**src/rtl/nibble_packer.sv**
```systemverilog
// Drains a show-ahead nibble FIFO, pairs consecutive nibbles into bytes and
// presents them on a valid/ready port; flush releases a lone nibble zero-padded.
module nibble_packer #(
    parameter bit          LOW_FIRST = 1'b1,
    parameter int unsigned CNT_WIDTH = 8
) (
    input  logic                 clk,
    input  logic                 rstN,
    input  logic                 fifo_empty,
    input  logic [3:0]           fifo_rd_data,
    output logic                 fifo_rd_en,
    input  logic                 flush,
    output logic                 out_valid,
    input  logic                 out_ready,
    output logic [7:0]           out_data,
    output logic                 out_partial,
    output logic [CNT_WIDTH-1:0] byte_count,
    output logic                 busy
);

    typedef enum logic [1:0] {
        StEmpty,
        StHalf,
        StFull
    } state_e;

    state_e               state_q, state_d;
    logic [3:0]           lo_q, lo_d;
    logic [7:0]           data_q, data_d;
    logic                 partial_q, partial_d;
    logic [CNT_WIDTH-1:0] count_q, count_d;

    always_ff @(posedge clk) begin
        if (!rstN) begin
            state_q   <= StEmpty;
            lo_q      <= 4'h0;
            data_q    <= 8'h00;
            partial_q <= 1'b0;
            count_q   <= '0;
        end else begin
            state_q   <= state_d;
            lo_q      <= lo_d;
            data_q    <= data_d;
            partial_q <= partial_d;
            count_q   <= count_d;
        end
    end

    always_comb begin
        // In FULL a pop is only allowed when the held byte leaves this same edge.
        fifo_rd_en = rstN & ~fifo_empty & ((state_q != StFull) | out_ready);
        state_d    = state_q;
        lo_d       = lo_q;
        data_d     = data_q;
        partial_d  = partial_q;
        count_d    = count_q;

        case (state_q)
            StEmpty: begin
                if (fifo_rd_en) begin
                    lo_d    = fifo_rd_data;
                    state_d = StHalf;
                end
            end
            StHalf: begin
                if (fifo_rd_en) begin
                    data_d    = LOW_FIRST ? {fifo_rd_data, lo_q} : {lo_q, fifo_rd_data};
                    partial_d = 1'b0;
                    state_d   = StFull;
                end else if (flush) begin
                    data_d    = LOW_FIRST ? {4'h0, lo_q} : {lo_q, 4'h0};
                    partial_d = 1'b1;
                    state_d   = StFull;
                end
            end
            StFull: begin
                if (out_ready) begin
                    count_d = count_q + CNT_WIDTH'(1);
                    if (fifo_rd_en) begin
                        lo_d    = fifo_rd_data;
                        state_d = StHalf;
                    end else begin
                        state_d = StEmpty;
                    end
                end
            end
            default: state_d = StEmpty;
        endcase
    end

    assign out_valid   = (state_q == StFull);
    assign out_data    = data_q;
    assign out_partial = partial_q;
    assign byte_count  = count_q;
    assign busy        = (state_q != StEmpty);

endmodule

```
**config.mk**
```make
export PLATFORM = sky130hd
export DESIGN_NAME = nibble_packer
export DESIGN_NICKNAME = d
export VERILOG_FILES = /design/src/rtl/nibble_packer.sv
export SDC_FILE = /design/constraint.sdc
export NUM_CORES = 1
export LEC_CHECK = 0
export CORE_MARGIN = 5
export CORE_UTILIZATION = 25
export CTS_CLUSTER_DIAMETER = 40
export DETAILED_ROUTE_END_ITERATION = 6
export MAX_ROUTING_LAYER = met4
export SETUP_SLACK_MARGIN = 0.05
export SLEW_MARGIN = 0
export SYNTH_ARGS = -nofsm -noshare
export SYNTH_HDL_FRONTEND = slang
export SYNTH_SLANG_ARGS = --single-unit
```
**constraint.sdc**
```tcl
create_clock -name clk -period 1.35 [get_ports clk]
set_clock_uncertainty 0.05 [all_clocks]
set_input_delay 0.3375 -clock clk [delete_from_list [all_inputs] [get_ports clk]]
set_output_delay 0.3375 -clock clk [all_outputs]
set_load 0.02 [all_outputs]
```
==> summary.txt <==
status - finished with violations
violated checks - negative setup slack
Seq/Total Area, Yosys - 0.474
Top Metal Used - met4
final period utilization - 1.02
hold path startpoint - out_ready
clk buf depth - 2
Warnings, synthesis - 0
WL/cell - 12.3 µm
Final Routed Wirelength - 2350 µm
CP endpoint kind - output port
share of the synthesized area in the top cell type - 0.474
WL met3 - 129 µm
via count - 867
max-cap viol count - 0
design area - 0.00154 mm²
hold path depth - 3
worst setup path class - flip-flop to output port
Initial DRC Count - 35
Slew Limit Fails - 0
CTS tree - yes
slew margin rel. - 0.796
leakage power - 0.000663 µW
Final setup violation count - 7
vias in the first global route - 834
CTS sink count - 23
Inserted Diodes - 0
gr usage total - 0.0965
initial core utilization - 0.262
setup ws final - -33.4 ps
VDD IR max - 652 µV
Post-synth ARST share - 0
hold-fix buffer count after cts - 0
syn nets - 107
htree depth - 1
hold crit path type - input port to flip-flop
metal2 WL - 1180 µm
flops & latches, synth - 23
fraction of layout cells with a size suffix above 1 - 0.444
reg2reg path depth - 6
die height - 72.4 µm
number of buffers created by CTS - 3
first-pass GRT wire length - 3820 µm
reg2reg end - out_data[0]$_SDFFE_PN0P_
Main synth FF type - dfxtp_1
Die Width - 72.4 µm
Yosys top cell by area - dfxtp_1
Startpoint Class - flip-flop
CP Max Fanout - 3
Root Driver - clkbuf_8
Syn Area/Cell - 10.0 µm²
DRC - 0
fmax - 723 MHz
RR Startpoint - state_q[1]$_SDFFE_PN0P_
DP HPWL - 1630 µm
distinct cell type count after synthesis - 30
Overflow after GRT - 0
Worst Max-Slew Pin Slew - 306 ps
final net count - 155
total power - 1330 µW
synth cell count leaders - 23 x dfxtp_1, 14 x nor2b_1, 8 x mux2i_1
most frequent cell after synthesis - dfxtp_1
hold endpoint - byte_count[1]$_SDFFE_PN0P_
Antenna Nets Post-Route - 0
Core Area - 0.00372 mm²
PortBufs - 28
pre-CTS WS - -721 ps
drt via density - 4.52
worst skew pair latency - 260 ps
top post-synthesis cells by area - dfxtp_1 47%, nor2b_1 9.0%, mux2i_1 8.2%, and2_1 4.5%, a22oi_1 3.1%
total die area - 0.00524 mm²
Mapped Area - 972 µm²
io pins - 29
worst reg2reg setup slack - -30 ps
Post-synth EDFFs - 0
DRT met1 WL - 1030 µm
Tmin final - 1380 ps
area post-placement - 0.00143 mm²
FP Rows - 22
Worst EP required - 960 ps
Final Core Density - 0.414
initial antenna violation count - 0
area delta synth->final - 58.4%
clk slew on worst S/H paths - 80 ps
Detailed Routing Iterations Pass 1 - 5
pwr dens - 864 mW/mm²
RSZ-0062 raised after global routing - yes
CP arrival - 1000 ps
Final Hold Vio Count - 0
largest net degree at the start of global routing - 25
Synth Instances - 97
GPL Wtd Cong - 0.724
==> power breakdown <==
group | switching [µW] | internal [µW] | total (µW)
combinational | 92.8 | 111 | 204
clock | 212 | 210 | 422
sequential | 12.4 | 692 | 704
total | 317 | 1010 | 1330
==> sequential cells by signal (all words and copies together) (netlist names) <==
name,flops
state_q,2
out_data,8
byte_count,8
out_partial,1
lo_q,4
==> logic make-up (layout without fill, tap and decap cells) <==
logic type / after synthesis / in the layout / synth area share
adder cells (fa/ha/maj): 1 / 1 / 0.0129
AND/OR/NAND/NOR: 40 / 40 / 0.252
flip-flops: 23 / 23 / 0.474
buffers and inverters: 4 / 51 / 0.0154
AO/OA/AOI/OAI: 15 / 15 / 0.109
multiplexers: 8 / 8 / 0.0824
XOR/XNOR: 6 / 6 / 0.0541
==> metrics by stage <==
step | hold WS (ps) | TNS (ps) | cells
6_report | 304 | -111 | 192
5_1_grt | 309 | -645 | 192
4_1_cts | 436 | -39.1 | 190
3_5_place_dp | 444 | -10440 | 186
3_3_place_gp | 439 | -10050 | 186
2_1_floorplan | 431 | 0 | 97
==> worst max-delay path by stage <==
stage,depth (start not counted),to,slack (ps),from
after global routing,6,out_data[2]$_SDFFE_PN0P_,-100,state_q[1]$_SDFFE_PN0P_
after detailed placement,4,fifo_rd_en,-720,out_ready
after floorplan,5,byte_count[4]$_SDFFE_PN0P_,60,byte_count[0]$_SDFFE_PN0P_
after global placement,4,fifo_rd_en,-720,out_ready
after CTS,3,fifo_rd_en,-20,state_q[1]$_SDFFE_PN0P_
final,3,fifo_rd_en,-30,state_q[1]$_SDFFE_PN0P_
==> worst max-delay path: stages (launching register included) <==
cell     delay [ps]
dfxtp_2         330
nor2b_4         130
a21oi_2         120
buf_4           150
==> repair_timing <==
action,CTS,global route
setup endpoints to repair,39,32
resized for setup,81,25
buffers inserted,0,2
pin swaps,6,6
==> routing by layer <==
layer / vias to the layer above / global-route usage
met5: - / -
met4: 0 / 0.0125
met3: 2 / 0.0374
met2: 19 / 0.161
met1: 418 / 0.113
li1: 428 / -
==> layout make-up <==
class,instances,area (µm²)
timing repair buffer,45,367
fill,374,2180
clock buffer,4,45.0
sequential,23,473
inverter,2,7.51
multi-input combinational,70,588
tap,48,60.1
==> cell usage in the layout, fill, tap and decap left out, drive strengths merged <==
master	Yosys	layout
a22oi	4	4
or2	1	1
and4b	1	1
or3	1	1
and3	1	1
a21boi	3	3
nor2b	14	14
xor2	3	3
nor3b	1	1
dlygate4sd2	0	1
o21ai	3	3
nand4	1	1
nand3	4	4
nand2	3	3
buf	0	25
mux2i	8	8
nor4b	1	1
inv	2	2
a211oi	1	1
a211o	1	1
o21a	1	1
a21oi	2	2
clkdlybuf4s50	0	5
nand2b	1	1
and2b	1	1
ha	1	1
and2	7	7
clkbuf	2	11
xnor2	3	3
nand3b	1	1
clkdlybuf4s15	0	7
nor3	2	2
dfxtp	23	23
Note: power is estimated with default switching activity, not from simulation.
